File: src/rtl/trg_ack_sequencer.sv
// Trigger/acknowledge sequencer: drives masked TRG lines in pulse or level
// mode, then collects synchronised ACK edges with timeout and latency.
module trg_ack_sequencer #(
  parameter int N_CH        = 12,
  parameter int PW_W        = 8,
  parameter int TO_W        = 16,
  parameter int SYNC_STAGES = 2
) (
  input  logic            BOARD_CLOCK,
  input  logic            RST,
  input  logic            START_I,
  input  logic [N_CH-1:0] MASK_I,
  input  logic            MODE_I,
  input  logic [PW_W-1:0] PW_I,
  input  logic [TO_W-1:0] TIMEOUT_I,
  input  logic            ABORT_I,
  input  logic [N_CH-1:0] ACK,
  output logic [N_CH-1:0] TRG,
  output logic            BUSY_O,
  output logic            DONE_O,
  output logic [N_CH-1:0] ACK_SEEN_O,
  output logic [N_CH-1:0] TMO_O,
  output logic [TO_W-1:0] LAT_O
);

  typedef enum logic [1:0] {
    S_IDLE,
    S_PULSE,
    S_WAIT,
    S_DONE
  } state_t;

  state_t state;

  logic [SYNC_STAGES-1:0][N_CH-1:0] sync_q;
  logic [N_CH-1:0] ack_s;
  logic [N_CH-1:0] ack_d;
  logic [N_CH-1:0] ack_rise;

  logic [N_CH-1:0] mask_q;
  logic            mode_q;
  logic [PW_W-1:0] pw_q;
  logic [TO_W-1:0] to_q;
  logic [TO_W-1:0] e_q;
  logic [TO_W-1:0] e_nxt;

  logic            active;
  logic [N_CH-1:0] seen_nxt;
  logic            covered;
  logic            done_ok;
  logic            tmo_hit;

  assign ack_s    = sync_q[SYNC_STAGES-1];
  assign ack_rise = ack_s & ~ack_d;

  always_ff @(posedge BOARD_CLOCK or negedge RST) begin
    if (!RST) begin
      sync_q <= '0;
      ack_d  <= '0;
    end else begin
      sync_q <= {sync_q[SYNC_STAGES-2:0], ACK};
      ack_d  <= ack_s;
    end
  end

  assign active = (state == S_PULSE) || (state == S_WAIT);

  always_comb begin
    seen_nxt = ACK_SEEN_O;
    if (active) seen_nxt = ACK_SEEN_O | (ack_rise & mask_q);
  end

  // A final ack landing on the timeout cycle counts as coverage.
  assign covered = ((seen_nxt & mask_q) == mask_q);
  assign done_ok = (state == S_WAIT) &&
                   ((ACK_SEEN_O & mask_q) == mask_q);
  assign tmo_hit = (to_q != '0) && (e_q >= to_q) && !covered;
  assign e_nxt   = (&e_q) ? e_q : e_q + TO_W'(1);

  assign BUSY_O = (state != S_IDLE);

  always_ff @(posedge BOARD_CLOCK or negedge RST) begin
    if (!RST) begin
      state      <= S_IDLE;
      TRG        <= '0;
      DONE_O     <= 1'b0;
      ACK_SEEN_O <= '0;
      TMO_O      <= '0;
      LAT_O      <= '0;
      mask_q     <= '0;
      mode_q     <= 1'b0;
      pw_q       <= '0;
      to_q       <= '0;
      e_q        <= '0;
    end else begin
      unique case (state)
        S_IDLE: begin
          DONE_O <= 1'b0;
          TRG    <= '0;
          if (START_I) begin
            mask_q     <= MASK_I;
            mode_q     <= MODE_I;
            pw_q       <= (PW_I == '0) ? '0 : PW_I - PW_W'(1);
            to_q       <= TIMEOUT_I;
            e_q        <= '0;
            ACK_SEEN_O <= '0;
            TMO_O      <= '0;
            LAT_O      <= '0;
            if (MASK_I == '0) begin
              state  <= S_DONE;
              DONE_O <= 1'b1;
            end else begin
              TRG   <= MASK_I;
              state <= MODE_I ? S_WAIT : S_PULSE;
            end
          end
        end
        S_PULSE, S_WAIT: begin
          if (ABORT_I) begin
            state <= S_IDLE;
            TRG   <= '0;
          end else begin
            ACK_SEEN_O <= seen_nxt;
            e_q        <= e_nxt;
            if (done_ok) begin
              state  <= S_DONE;
              DONE_O <= 1'b1;
              LAT_O  <= e_q;
              TRG    <= '0;
            end else if (tmo_hit) begin
              state  <= S_DONE;
              DONE_O <= 1'b1;
              TMO_O  <= mask_q & ~seen_nxt;
              LAT_O  <= '1;
              TRG    <= '0;
            end else if (state == S_PULSE) begin
              if (pw_q == '0) begin
                state <= S_WAIT;
                TRG   <= '0;
              end else begin
                pw_q <= pw_q - PW_W'(1);
              end
            end else begin
              TRG <= mode_q ? (mask_q & ~seen_nxt) : '0;
            end
          end
        end
        S_DONE: begin
          DONE_O <= 1'b0;
          TRG    <= '0;
          state  <= S_IDLE;
        end
      endcase
    end
  end

endmodule

File: config.mk
export PLATFORM = sky130hd
export DESIGN_NAME = trg_ack_sequencer
export DESIGN_NICKNAME = d
export VERILOG_FILES = /design/src/rtl/trg_ack_sequencer.sv
export SDC_FILE = /design/constraint.sdc
export NUM_CORES = 1
export LEC_CHECK = 0
export ABC_AREA = 1
export BUFFER_PORTS_ARGS = -buffer_cell sky130_fd_sc_hd__buf_2
export CAP_MARGIN = 20
export CORE_UTILIZATION = 45
export CTS_BUF_LIST = sky130_fd_sc_hd__clkbuf_2
export DETAILED_ROUTE_END_ITERATION = 10
export GPL_TIMING_DRIVEN = 1
export PLACE_DENSITY = 0.75
export SLEW_MARGIN = 20
export SYNTH_ARGS = -nofsm -noshare
export SYNTH_HDL_FRONTEND = slang
export SYNTH_SLANG_ARGS = --single-unit
File: constraint.sdc
create_clock -name BOARD_CLOCK -period 2.5 [get_ports BOARD_CLOCK]
set_input_delay 0.5 -clock BOARD_CLOCK [delete_from_list [all_inputs] [get_ports BOARD_CLOCK]]
set_output_delay 0.5 -clock BOARD_CLOCK [all_outputs]
set_load 0.005 [all_outputs]
After elaboration in Yosys (flattened, before gate mapping)
Index checks and enable logic that the tools add are counted.
W data, S select, Z words.
{"block": "op_classes", "add_sub_neg": 3, "magnitude_cmp": 1, "n_eq_ne": 17, "n_mux": 48, "bitwise": 8, "n_reduce_logical": 22}
{"operator": "$mux W12", "n": 14}
{"operator": "$mux W16", "n": 6}
{"operator": "$pmux W16 S2", "n": 2}
{"operator": "$and A12 B12 Y12", "n": 5}
{"operator": "$mux W8", "n": 7}
{"operator": "$pmux W12 S2", "n": 2}
{"operator": "$pmux W12 S3", "n": 1}
{"operator": "$eq A12 B12 Y1", "n": 2}
{"operator": "$not A12 Y12", "n": 2}
{"operator": "$add A16 B1 Y16 const B", "n": 1}
{"operator": "$ge A16 B16 Y1", "n": 1}
{"operator": "$logic_not A8 Y1", "n": 2}
{"operator": "$mux W2", "n": 8}
{"operator": "$ne A2 B2 Y1 const B", "n": 8}
{"operator": "$pmux W8 S2", "n": 1}
{"operator": "$reduce_and A16 Y1", "n": 1}
{"operator": "$reduce_bool A16 Y1", "n": 1}
{"operator": "$sub A8 B1 Y8 const B", "n": 2}
{"operator": "$logic_not A12 Y1", "n": 1}
{"operator": "$or A12 B12 Y12", "n": 1}
{"operator": "$ne A5 B5 Y1 const B", "n": 2}
{"operator": "$reduce_and A4 Y1", "n": 2}
{"operator": "$reduce_and A7 Y1", "n": 1}
{"operator": "$ne A6 B6 Y1 const B", "n": 1}
{"operator": "other kinds (15)", "n": 25}
{"block": "totals", "register_bits": 144, "out_inout_bits": 54}

Longest topological paths before layout
{"block": "logic_depth", "depth_word": 13, "mapped_depth": 19}

Worst setup path before layout
Ideal clock, no wire load.
{"block": "synth_path", "kind": "reg-to-reg", "start": "register state[0]", "end": "register LAT_O[10]", "setup_ns": 0.065, "arrival_time_ns": 2.006, "required_time_ns": 2.435, "path_slack_ns": 0.429, "path_stages_with_launch": 18, "n_path_buf": 2, "path_cell_list": "dfrtp_1 -> inv_1 -> ha_1 -> buf_4 -> nand2_1 -> inv_1 -> nand2_1 -> nand2_1 -> nand2_1 -> nor2_1 -> nand3_1 -> nand3_2 -> nand2_4 -> nand2_2 -> nor2_2 -> buf_4 -> nand2_1 -> nand2_1"}
{"block": "synth_between", "elab_chain_len": 9, "elab_cells_between_ends": 19, "classes_between": "6 x eq/ne; 4 x mux; 1 x bitwise; 8 x reduce/logical"}
{"element": "start: declaration", "line": "33", "text": "state_t state;"}
{"element": "start signal: assignment", "line": "114", "text": "state <= MODE_I ? S_WAIT : S_PULSE;"}
{"element": "$eq A2 B1 Y1 or $eq A2 B2 Y1 (tied branches)", "line": "66, 96, 75"}
{"element": "$logic_or A1 B1 Y1", "line": "66", "text": "assign active = (state == S_PULSE) || (state == S_WAIT);"}
{"element": "$mux W12", "line": "70", "text": "if (active) seen_nxt = ACK_SEEN_O | (ack_rise & mask_q);"}
{"element": "$and A12 B12 Y12", "line": "74", "text": "assign covered = ((seen_nxt & mask_q) == mask_q);"}
{"element": "$eq A12 B12 Y1", "line": "74"}
{"element": "$logic_not A1 Y1", "line": "77", "text": "assign tmo_hit = (to_q != '0) && (e_q >= to_q) && !covered;"}
{"element": "$logic_and A1 B1 Y1", "line": "77"}
{"element": "$ne A3 B3 Y1 (no source line)"}
{"element": "$reduce_and A4 Y1 (no source line)"}
{"element": "end signal: assignment", "line": "128", "text": "LAT_O <= e_q;"}
{"element": "end: declaration", "line": "23", "text": "output logic [TO_W-1:0] LAT_O"}
Parallel ways exist; a longest one is shown, timed or not. The select of a mux whose other input is x is not followed.
A chain may end at the register's enable or synchronous reset.

Worst setup path after layout
{"block": "layout_path", "start": "register state[1]", "end": "register TRG[10]"}
{"block": "layout_between", "elab_chain_len": 11, "elab_cells_between_ends": 21, "classes_between": "5 x eq/ne; 7 x mux; 3 x bitwise; 6 x reduce/logical"}
{"element": "$eq A2 B1 Y1 or $eq A2 B2 Y1 (tied branches)"}
{"element": "$logic_or A1 B1 Y1", "line": "66"}
{"element": "$mux W12", "line": "70"}
{"element": "$and A12 B12 Y12 or $not A12 Y12 (tied branches)", "line": "74, 144"}
{"element": "$eq A12 B12 Y1 or $and A12 B12 Y12 (tied branches)", "line": "74, 144"}
{"element": "$logic_not A1 Y1 or $mux W12 (tied branches)", "line": "77, 144"}
{"element": "$logic_and A1 B1 Y1 or $mux W12 (tied branches)", "line": "77, 136"}
{"element": "$mux W12", "line": "130", "text": "end else if (tmo_hit) begin"}
{"element": "$mux W12", "line": "125", "text": "if (done_ok) begin"}
{"element": "$mux W12", "line": "119", "text": "if (ABORT_I) begin"}
{"element": "$pmux W12 S3", "line": "96", "text": "unique case (state)"}
{"element": "end signal: assignment", "line": "144", "text": "TRG <= mode_q ? (mask_q & ~seen_nxt) : '0;"}
{"element": "end: declaration", "line": "18", "text": "output logic [N_CH-1:0] TRG,"}
Parallel ways exist; a longest one is shown, timed or not.

==> results.json <==
{
  "path_max_fanout": 6,
  "grt_pass1_vias": 5769,
  "clock_sink_count": 144,
  "dp.final_hpwl_um": 12900,
  "syn_nets": 929,
  "slew_hr": 0.648,
  "clock_skew_ps": 23.6,
  "critical_path_arrival_ps": 3080,
  "yosysSeqAreaShare": 0.519,
  "maxCapViolations": 0,
  "synth.ff_latch_count": 144,
  "crit_type": "reg -> reg",
  "layout_commonest_cell": "nand2_1",
  "fmax_mhz": 416,
  "p_sw_uw": 3580,
  "cts_made_buffers": 17,
  "grt_first_pass_wirelength_um": 28500,
  "post_synthesis_async_set_or_reset_flop_share": 1.00,
  "num_rows": 45,
  "critical_path.startpoint_type": "flip-flop",
  "run_status": "complete, no violations",
  "fin_total_pwr_uw": 8590,
  "layout.cells.most_common_list": "266 x nand2_1, 144 x dfrtp_1, 111 x inv_1",
  "p_int_uw": 5010,
  "synthesized_area_per_cell_um2": 8.14,
  "crit-reg2reg-capture": "TRG[10]$_DFFE_PN0P_",
  "fp.dieArea_um2": 15900,
  "initialDrtViolationCount": 529,
  "grt_antenna_before_repair": 2,
  "detail_route.drc_violations": 0,
  "area_growth_syn_to_layout_pct": 24.7,
  "power.leakage_uw": 0.00457,
  "maxSlewViolCount": 0,
  "wl_per_cell_um": 14.4,
  "post_route_cells_drive_above_1_share": 0.200,
  "worst_setup_path_startpoint": "state[1]$_DFFE_PN0P_",
  "htreeDepth": 4,
  "clock_tree_from_tritoncts": "done",
  "detailedRoute.firstPassIterationCount": 4,
  "routed_via_density": 5.00,
  "clk_pin_slew_ps": 200,
  "top_level_ports": 107,
  "dpl_cell_area_um2": 7780,
  "worstReg2RegStart": "state[1]$_DFFE_PN0P_",
  "cts_root_buffer": "clkbuf_2",
  "power_density_nw_per_um2": 991,
  "mappedNetlistArea_um2": 6950,
  "buffer_ports.inserted": 106,
  "yosysTopAreaCell": "dfrtp_1",
  "post-route-util": 0.572,
  "worst_skew_pair.late_latency_ps": 760,
  "p_clk_frac": 0.191,
  "seq_power_share": 0.365,
  "relative_contribution_of_combinational_cells_to_total_power": 0.444,
  "timing_worst_slew_pin_value_ps": 527,
  "synth_top_area_share": 0.519,
  "synthCells": 853,
  "yosys-top-cells-area": "dfrtp_1 52%, nand2_1 15%, inv_1 6.1%",
  "critical_path.endpoint_type": "flip-flop",
  "detail-route-antenna-nets": 0,
  "class_of_the_tightest_hold_or_removal_check": "in -> reg",
  "ir_worst_vdd_uv": 392,
  "finalSetupViolCount": 0,
  "critPathRequiredTime_ps": 3170,
  "worst-r2r-setup-slack_ps": 90,
  "number_of_library_cell_types_mapped_by_synthesis": 36,
  "synth_enable_flop_cells": 0,
  "route.final.wire_length_um": 17700,
  "finish.net_count": 1103,
  "timing.final.hold_violations": 0,
  "gpl.final_weighted_congestion": 0.906,
  "die_height_um": 126,
  "share_of_total_power_consumed_by_net_switching": 0.416,
  "synth_flop_cell": "dfrtp_1",
  "worst_r2r_path_depth": 14,
  "critPathCapture": "TRG[10]$_DFFE_PN0P_",
  "finalCritPeriodShare": 0.962,
  "floorplan.core_area_um2": 15100,
  "fin_area_um2": 8660,
  "clock_path_buffers": 2,
  "globalRouteOverflowTotal": 0,
  "filler_cell_count": 1373,
  "globalRouteTotalUtil": 0.232,
  "floorplan.initialDensity": 0.459,
  "yosysWarnings": 0,
  "timing.final.crit_period_ps": 2410,
  "die_x_um": 126,
  "grt_start_max_net_pins": 55,
  "via_count": 6147
}
[worst min path at each step]
| stage | endpoint | from | depth (start not counted) | slack [ps] |
|---|---|---|---|---|
| floorplan | ACK_SEEN_O[0]$_DFFE_PN0P_ | RST | 0 | 200 |
| global placement | ack_s[2]$_DFF_PN0_ | sync_q[2]$_DFF_PN0_ | 0 | 330 |
| detailed placement | ack_s[1]$_DFF_PN0_ | sync_q[1]$_DFF_PN0_ | 0 | 330 |
| CTS | pw_q[0]$_DFFE_PN0P_ | PW_I[0] | 4 | 8 |
| global route | mask_q[7]$_DFFE_PN0P_ | MASK_I[7] | 3 | 10 |
| finish | pw_q[0]$_DFFE_PN0P_ | PW_I[0] | 4 | 50 |
[through the flow]
| step | hold slack, ps | setup TNS, ps | setup WS, ps | std cells |
|---|---|---|---|---|
| 4_1_cts | 7.65 | 0 | 67.1 | 1214 |
| 3_3_place_gp | 335 | 0 | 154 | 1146 |
| 3_5_place_dp | 335 | -107 | -26.5 | 1146 |
| 6_report | 51.3 | 0 | 93.8 | 1230 |
| 2_1_floorplan | 204 | 0 | 429 | 853 |
| 5_1_grt | 12.8 | -136 | -43.8 | 1230 |
[cell usage after synthesis (4+ instances only)]
| master | count |
|---|---|
| o21ai_1 | 6 |
| nor3_1 | 13 |
| nand2_1 | 272 |
| clkbuf_1 | 10 |
| inv_1 | 113 |
| nand3_1 | 24 |
| a21oi_1 | 35 |
| nand4_1 | 15 |
| nand3b_1 | 4 |
| o21ai_0 | 71 |
| xnor2_1 | 4 |
| dfrtp_1 | 144 |
| xor2_1 | 6 |
| buf_4 | 5 |
| nand2_2 | 4 |
| nor2_1 | 65 |
| ha_1 | 23 |
[worst max-delay path, stage by stage (launching register included)]
cell and delay [ps]:
dfrtp_1 430, inv_1 110, ha_4 330, buf_6 130, nand4_1 130, nand2_1 120, nand2_2 70, nor2_4 120
nand3_2 100, nand3_4 120, nand3_4 100, nor2_4 210, clkinvlp_4 190, nand2_1 100, nand2_1 50
[what timing repair did]
| action | 4_1_cts | 5_1_grt |
|---|---|---|
| resized for setup | 2 | 24 |
| pin swaps | 0 | 14 |
| hold buffers | 36 | 1 |
| gates cloned | 0 | 2 |
| setup endpoints to repair | 16 | 36 |
| endpoints found under the hold margin | 86 | 1 |
| buffers inserted | 0 | 11 |
[logic make-up after synthesis]
group | share of synthesized area
simple gates | 0.250
flops | 0.519
buf+inv | 0.0816
compound gates | 0.0957
fa+ha+maj | 0.0414
xor+xnor | 0.0126
[flip-flops by register name, indices dropped and copies added, names as in the netlist]
| name | cells |
|---|---|
| mode_q | 1 |
| sync_q | 12 |
| DONE_O | 1 |
| to_q | 16 |
| pw_q | 8 |
| TMO_O | 12 |
| ACK_SEEN_O | 12 |
| e_q | 16 |
| ack_s | 12 |
| TRG | 12 |
| state | 2 |
| LAT_O | 16 |
| ack_d | 12 |
| mask_q | 12 |
[power by group through the flow]
| stage | Sequential [uW] | Combinational, uW | Clock [uW] |
|---|---|---|---|
| finish | 3140 | 3810 | 1640 |
| global route | 3190 | 4280 | 1770 |
| CTS | 3130 | 3470 | 1670 |
| detailed placement | 3170 | 3370 | 0 |
| global placement | 3160 | 3290 | 0 |
| floorplan | 3110 | 2340 | 0 |
[layout make-up]
type | instances | area, um2 | share of cell area
tap | 188 | 235 | 0.0272
clock buffer | 19 | 95.1 | 0.0110
clock inverter | 13 | 211 | 0.0244
inverter | 117 | 449 | 0.0518
multi-input combinational | 572 | 2870 | 0.331
timing repair inverter | 1 | 7.51 | 0.000867
sequential | 144 | 3600 | 0.416
timing repair buffer | 174 | 1190 | 0.137
antenna | 2 | 5.00 | 0.000578
[routing by layer]
layer / wire length, um / vias up / GRT usage
li1: - / 3055 / -
met1: 8310 / 2860 / 0.315
met2: 7920 / 202 / 0.356
met3: 1080 / 30 / 0.0603
met4: 391 / 0 / 0.0886
met5: 0 / - / 0
(Power assumes the default switching activity.)
